--- config.mk ---
export PLATFORM = sky130hd
export DESIGN_NAME = shift_seq_ctrl
export DESIGN_NICKNAME = d
export VERILOG_FILES = /design/src/rtl/shift_seq_ctrl.sv
export SDC_FILE = /design/constraint.sdc
export NUM_CORES = 1
export LEC_CHECK = 0
export ABC_AREA = 0
export BUFFER_PORTS_ARGS = -buffer_cell sky130_fd_sc_hd__buf_2
export CAP_MARGIN = 0
export CORE_MARGIN = 10
export CORE_UTILIZATION = 53
export CTS_BUF_LIST = sky130_fd_sc_hd__clkbuf_4
export DETAILED_ROUTE_END_ITERATION = 10
export PLACE_DENSITY = 0.85
export SLEW_MARGIN = 5
export SYNTH_ARGS = -nofsm -noshare
export SYNTH_HDL_FRONTEND = slang
export SYNTH_SLANG_ARGS = --single-unit
--- constraint.sdc ---
create_clock -name clk -period 3 [get_ports clk]
set_input_delay 0.6 -clock clk [delete_from_list [all_inputs] [get_ports clk]]
set_output_delay 0.6 -clock clk [all_outputs]
set_load 0.02 [all_outputs]
--- src/rtl/shift_seq_ctrl.sv ---
// shift_seq_ctrl: sequencing controller for a WIDTH-bit shift/count datapath.
// Latches a job (seed, length), loads the seed into the datapath for one cycle,
// enables the datapath for exactly 'length' cycles, then captures the datapath
// output and pulses done_o for one cycle.
// Optional feature macro: SHIFT_SEQ_CTRL_HOLD_EN adds hold_i, which pauses RUN
// (no shift enable, remaining count frozen) while it is high.
module shift_seq_ctrl #(
   parameter int WIDTH = 4,
   parameter int CNT_W = 8
) (
   input  logic             clk,
   input  logic             reset,
   input  logic             start_i,
   input  logic             abort_i,
`ifdef SHIFT_SEQ_CTRL_HOLD_EN
   input  logic             hold_i,
`endif
   input  logic [CNT_W-1:0] len_i,
   input  logic [WIDTH-1:0] seed_i,
   input  logic [WIDTH-1:0] q_i,
   output logic             load_o,
   output logic [WIDTH-1:0] seed_o,
   output logic             shift_en_o,
   output logic             busy_o,
   output logic             done_o,
   output logic [WIDTH-1:0] result_o,
   output logic [CNT_W-1:0] remain_o
);

   typedef enum logic [1:0] {
      ST_IDLE = 2'd0,
      ST_LOAD = 2'd1,
      ST_RUN  = 2'd2,
      ST_CAPT = 2'd3
   } state_t;

   localparam logic [CNT_W-1:0] CNT_ZERO = '0;
   localparam logic [CNT_W-1:0] CNT_ONE  = CNT_W'(1);

   state_t           state_q, state_d;
   logic [CNT_W-1:0] remain_q, remain_d;
   logic [WIDTH-1:0] seed_q, seed_d;
   logic [WIDTH-1:0] result_q, result_d;
   logic             done_q, done_d;
   logic             hold_w;

`ifdef SHIFT_SEQ_CTRL_HOLD_EN
   assign hold_w = hold_i;
`else
   assign hold_w = 1'b0;
`endif

   // State and job registers; everything clears on reset, so the job is lost
   always_ff @(posedge clk or negedge reset) begin
      if (!reset) begin
         state_q  <= ST_IDLE;
         remain_q <= CNT_ZERO;
         seed_q   <= '0;
         result_q <= '0;
         done_q   <= 1'b0;
      end else begin
         state_q  <= state_d;
         remain_q <= remain_d;
         seed_q   <= seed_d;
         result_q <= result_d;
         done_q   <= done_d;
      end
   end

   // Next-state and next-value logic; abort beats every other request
   always_comb begin
      state_d  = state_q;
      remain_d = remain_q;
      seed_d   = seed_q;
      result_d = result_q;
      done_d   = 1'b0;
      unique case (state_q)
         ST_IDLE: begin
            // start_i is only looked at here, so requests while busy are dropped
            if (start_i && !abort_i) begin
               remain_d = len_i;
               seed_d   = seed_i;
               state_d  = ST_LOAD;
            end
         end
         ST_LOAD: begin
            if (abort_i) begin
               remain_d = CNT_ZERO;
               state_d  = ST_IDLE;
            end else if (remain_q != CNT_ZERO) begin
               state_d = ST_RUN;
            end else begin
               // zero-length job: skip straight to capture
               state_d = ST_CAPT;
            end
         end
         ST_RUN: begin
            if (abort_i) begin
               remain_d = CNT_ZERO;
               state_d  = ST_IDLE;
            end else if (!hold_w) begin
               // RUN is only entered with remain_q >= 1, so this never wraps
               remain_d = remain_q - CNT_ONE;
               if (remain_q == CNT_ONE) begin
                  state_d = ST_CAPT;
               end
            end
         end
         ST_CAPT: begin
            if (abort_i) begin
               remain_d = CNT_ZERO;
               state_d  = ST_IDLE;
            end else begin
               // datapath has settled after the last shift edge; grab it now
               result_d = q_i;
               done_d   = 1'b1;
               state_d  = ST_IDLE;
            end
         end
         default: begin
            state_d = ST_IDLE;
         end
      endcase
   end

   // Datapath strobes decode directly from the state register
   always_comb begin
      load_o     = 1'b0;
      shift_en_o = 1'b0;
      busy_o     = 1'b0;
      unique case (state_q)
         ST_LOAD: begin
            load_o = 1'b1;
            busy_o = 1'b1;
         end
         ST_RUN: begin
            shift_en_o = !hold_w;
            busy_o     = 1'b1;
         end
         ST_CAPT: begin
            busy_o = 1'b1;
         end
         default: begin
            load_o     = 1'b0;
            shift_en_o = 1'b0;
            busy_o     = 1'b0;
         end
      endcase
   end

   assign seed_o   = seed_q;
   assign result_o = result_q;
   assign remain_o = remain_q;
   assign done_o   = done_q;

endmodule

* After elaboration in Yosys (flattened, before gate mapping)
Index checks and enable logic that the tools add are counted.
** Storage, ports and cells
- Word-level logic and storage cells :: 39
- Bits in registers :: 19
- Output and inout bits :: 20
** Cells by class
- Bitwise operators :: 1
- Mux-type cells :: 15
- Equality and inequality tests :: 7
- Add/sub/neg operators :: 1
- Reduce and logical (&&, ||, !) cells :: 10
** Operators by type and width (number)
- 2-to-1 mux 8 bit :: 3
- one-hot mux 8 bit (3 select lines) :: 1
- == test 8 x 1 -> 1 bit (second input constant) :: 1
- 2-to-1 mux 2 bit :: 4
- one-hot mux 2 bit (4 select lines) :: 1
- AND reduction 2 bit :: 4
- nonzero test 8 bit :: 1
- subtractor 8 x 1 -> 8 bit (second input constant) :: 1
- 2-to-1 mux 1 bit :: 6
- == test 2 bit (second input constant) :: 2
- inequality test 3 bit (second input constant) :: 1
- OR reduction 3 bit :: 1
- == test 2 x 1 -> 1 bit (second input constant) :: 1
- logical NOT 2 bit :: 1
- inequality test 2 x 1 -> 1 bit (second input constant) :: 1
- inequality test 2 bit (second input constant) :: 1
- OR reduction 2 bit :: 1
- logical AND 1 bit :: 1
- logical NOT 1 bit :: 1
- NOT 1 bit :: 1

* Logic depth before layout (Yosys ltp)
- Depth after elaboration :: 4
- Gate-level depth with buffers :: 7
- Mapped depth without buffers :: 6

* Worst setup path before layout
No wires, ideal clock.
- Path type :: input to register
- Start :: input port start_i
- End :: register seed_q[0], in the netlist seed_o[0]
- Arrival :: 1489 ps
- Library setup time :: 125 ps
- Buffers on the path :: 0
- Stages on the path :: 3
- Data required time :: 2875 ps
- Slack :: 1387 ps
- Path through :: and2b_1 -> nor3b_1 -> mux2_2
** Between the ends
- Word-level cells in the longest chain between the ends :: 2
** Ends and longest elaborated chain
- start: declaration :: RTL line 13 : input logic start_i,
- logical AND 1 bit :: RTL line 80 : if (start_i && !abort_i) begin
- AND reduction 2 bit (no source line)
- end signal: assignment :: RTL line 58 : seed_q <= '0;
- end signal: assignment :: RTL line 64 : seed_q <= seed_d;
- end: declaration :: RTL line 42 : logic [WIDTH-1:0] seed_q, seed_d;
Every way passes these cells.
A chain may end at the register's enable or synchronous reset.

* Worst setup path in the final report
- Start :: register state_q[0]
- End :: output port busy_o
** Between the ends
- Word-level cells in the longest chain between the ends :: 3
- Elaborated cells on any way between the ends :: 5
** Ends and longest elaborated chain
- start: declaration :: RTL line 40 : state_t state_q, state_d;
- start signal: assignment :: RTL line 62 : state_q <= state_d;
- == test 2 bit / == test 2 x 1 -> 1 bit (equally long branches) :: RTL line 131 : unique case (state_q)
- OR reduction 3 bit (no source line) *
- 2-to-1 mux 1 bit * :: RTL line 131
- end: declaration :: RTL line 24 : output logic busy_o,
Mark *: on every way between the ends. The rest lies on a longest branch, timed or not.

==> flow_summary.json <==
{
  "start_util": 0.569,
  "utilization": 0.698,
  "min_period_over_period": 0.620,
  "rsz0062_at_grt": "no",
  "synthesis.area_um2": 993,
  "cts_resized": 0,
  "cts_sinks": 19,
  "final_nets": 159,
  "port_buffers": 39,
  "outcome": "completed",
  "finalSetupViolations": 0,
  "power.leakage_nw": 0.621,
  "routabilityCongestion": 0.758,
  "slew_viol_final": 0,
  "routed_wirelength_um": 2360,
  "finalPower_mw": 0.798,
  "clkPwrFrac": 0.160,
  "ys.warnings.count": 0,
  "remaining_drc_errors": 0,
  "cts_inserted_buffers": 3,
  "powerDensity_nw_per_um2": 655,
  "critPathMaxStageDelay_ps": 470,
  "vias": 863,
  "path_clk_slew_ps": 110,
  "hold_violations": 0,
  "diodes": 0,
  "irDropWorstVdd_mv": 0.420,
  "start_kind": "flip-flop",
  "grt_overflow": 0,
  "path_max_fanout": 11,
  "wl_per_cell_um": 14.6,
  "antenna_found_initial": 0,
  "grt_use_total": 0.119,
  "h-tree-depth": 1,
  "max_slew_margin": 0.576,
  "required_ps": 2400,
  "cp.arrival_ps": 1260,
  "syn_nets": 119,
  "layout_min_cycle_time_ps": 1860,
  "ioPinCount": 40,
  "power.internal_mw": 0.480,
  "clk-insertion-delay-late_ps": 290,
  "cts_hold_buffers": 0,
  "clockBufferDepth": 2,
  "tns_ps": 0,
  "synth.ff_latch_count": 19,
  "rrSetupSlack_ps": 1270,
  "worstSetupEndpointType": "primary output",
  "core_region_area_um2": 1750,
  "critPathTopFamily": "flip-flops",
  "post_drt_via_cell_ratio": 5.36,
  "ys_seq_area_frac": 0.479,
  "hold_class": "in2async",
  "die_h_um": 63.3,
  "rows": 15,
  "drt_iter0_drc": 33,
  "hpwl_um": 1920,
  "skew_ps": 0.972,
  "tightest_slew_ps": 635,
  "syn-instance-count": 97,
  "path_buf_inv": 3,
  "synth_cell_types": 31,
  "path_class": "reg2out",
  "drive_gt1_frac": 0.426,
  "grt_start_max_net_pins": 20,
  "drtAntennaViolNets": 0,
  "grt_pass1_wl_um": 3950,
  "drtPass1Iterations": 4,
  "die_area_um2": 4010,
  "netSwitchingFraction": 0.399,
  "die_w_um": 63.3,
  "p_sw_mw": 0.318,
  "synth_area_per_cell_um2": 10.2,
  "crit_chain": "nor2_1 > buf_4 > inv_1 > buf_2",
  "cts_setup_buffers": 0,
  "slowest_stage": "dfrtp_1",
  "pwr-share-comb": 0.378,
  "power_frac_seq": 0.462,
  "clock-root-buffer": "clkbuf_4",
  "area_growth_pct": 22.7,
  "fill_cells": 144,
  "cts_tree": "built",
  "max_freq_mhz": 538,
  "cap_violations": 0,
  "grt_pass1_vias": 861
}
[Yosys cell counts, drive strengths merged]
cell type,count,share of area
dfrtp,19,0.48
nor2,11,0.042
o21ai,10,0.050
mux2,8,0.091
a21oi,6,0.030
inv,5,0.019
buf,4,0.033
and2b,3,0.025
nand2,3,0.011
nor3,3,0.015
a211oi,2,0.015
a22oi,2,0.015
a31oi,2,0.013
ha,2,0.025
nand3,2,0.010
nor3b,2,0.015
nor4,2,0.019
o2bb2ai,2,0.018
a22o,1,0.010
a32oi,1,0.0088
clkbuf,1,0.0038
nand2b,1,0.0063
o21a,1,0.0076
o31a,1,0.010
o32ai,1,0.0088
or3b,1,0.0088
or4,1,0.011
[worst paths after layout]
check                             from     endpoint  cells after the start
max in group asynchronous        reset    seed_o[0]                      1
hold / removal                   reset  remain_o[3]                      1
min in group clk           result_o[3]  result_o[3]                      1
hold reg to reg            result_o[3]  result_o[3]                      1
setup reg to reg            state_q[1]    seed_o[1]                      3
setup / recovery            state_q[0]       busy_o                      4
[worst register-to-register path: cells and delay by family, from the launching register on]
kind	cells	cell delay [ps]
mux	1	410
flops	1	450
simple gates	2	770
[placed cells by master (no fill, tap or decap), drive strengths merged, types with 2 or more instances in the layout]
cell type | synthesis | layout
a211oi | 2 | 2
a21oi | 6 | 6
a22oi | 2 | 2
a31oi | 2 | 2
and2b | 3 | 3
buf | 4 | 40
clkbuf | 1 | 3
dfrtp | 19 | 19
ha | 2 | 2
inv | 5 | 5
mux2 | 8 | 8
nand2 | 3 | 3
nand3 | 2 | 2
nor2 | 11 | 11
nor3 | 3 | 3
nor3b | 2 | 2
nor4 | 2 | 2
o21ai | 10 | 10
o2bb2ai | 2 | 2
[power by group through the flow]
stage	clock network [mW]	registers [mW]	logic [mW]
6_report	0.128	0.369	0.301
5_1_grt	0.143	0.380	0.331
4_1_cts	0.132	0.369	0.307
3_5_place_dp	0	0.374	0.306
3_3_place_gp	0	0.369	0.299
2_1_floorplan	0	0.434	0.132
[per-layer routing]
metal | up-vias | global-route usage | wire length (µm)
met5 | - | 0 | 0
met4 | 0 | 0.0246 | 12
met3 | 2 | 0.0371 | 136
met2 | 24 | 0.227 | 1280
met1 | 410 | 0.123 | 926
li1 | 427 | - | -
[cells by family (layout without fill, tap and decap cells)]
kind of cell / count (synthesis) / count (layout) / share of synthesized area
simple gates: 29 / 29 / 0.164
buf+inv: 10 / 49 / 0.0554
mux: 8 / 8 / 0.0907
fa+ha+maj: 2 / 2 / 0.0252
flops: 19 / 19 / 0.479
compound gates: 29 / 29 / 0.186
[through the flow]
step,hold WS [ps],setup slack [ps],instances,area (µm²)
final,225,1140,161,1220
after global routing,248,1040,161,1220
after floorplan,304,1390,97,993
after detailed placement,490,1090,157,1190
after CTS,235,1130,161,1220
after global placement,484,1120,157,1190
[registers in the layout, summed over array words and instances (netlist names)]
register and count:
done_o 1, seed_o 4, result_o 4, state_q 2
remain_o 8
[final cells by class]
type | count | area (µm²) | area share
Sequential cell | 19 | 475 | 0.390
Multi-Input combinational cell | 68 | 463 | 0.380
Timing Repair Buffer | 40 | 203 | 0.166
Tap cell | 25 | 31.3 | 0.0257
Clock buffer | 3 | 22.5 | 0.0185
Inverter | 5 | 18.8 | 0.0154
Clock inverter | 1 | 5.00 | 0.00411
No activity file was read; power rests on OpenSTA's default activity.
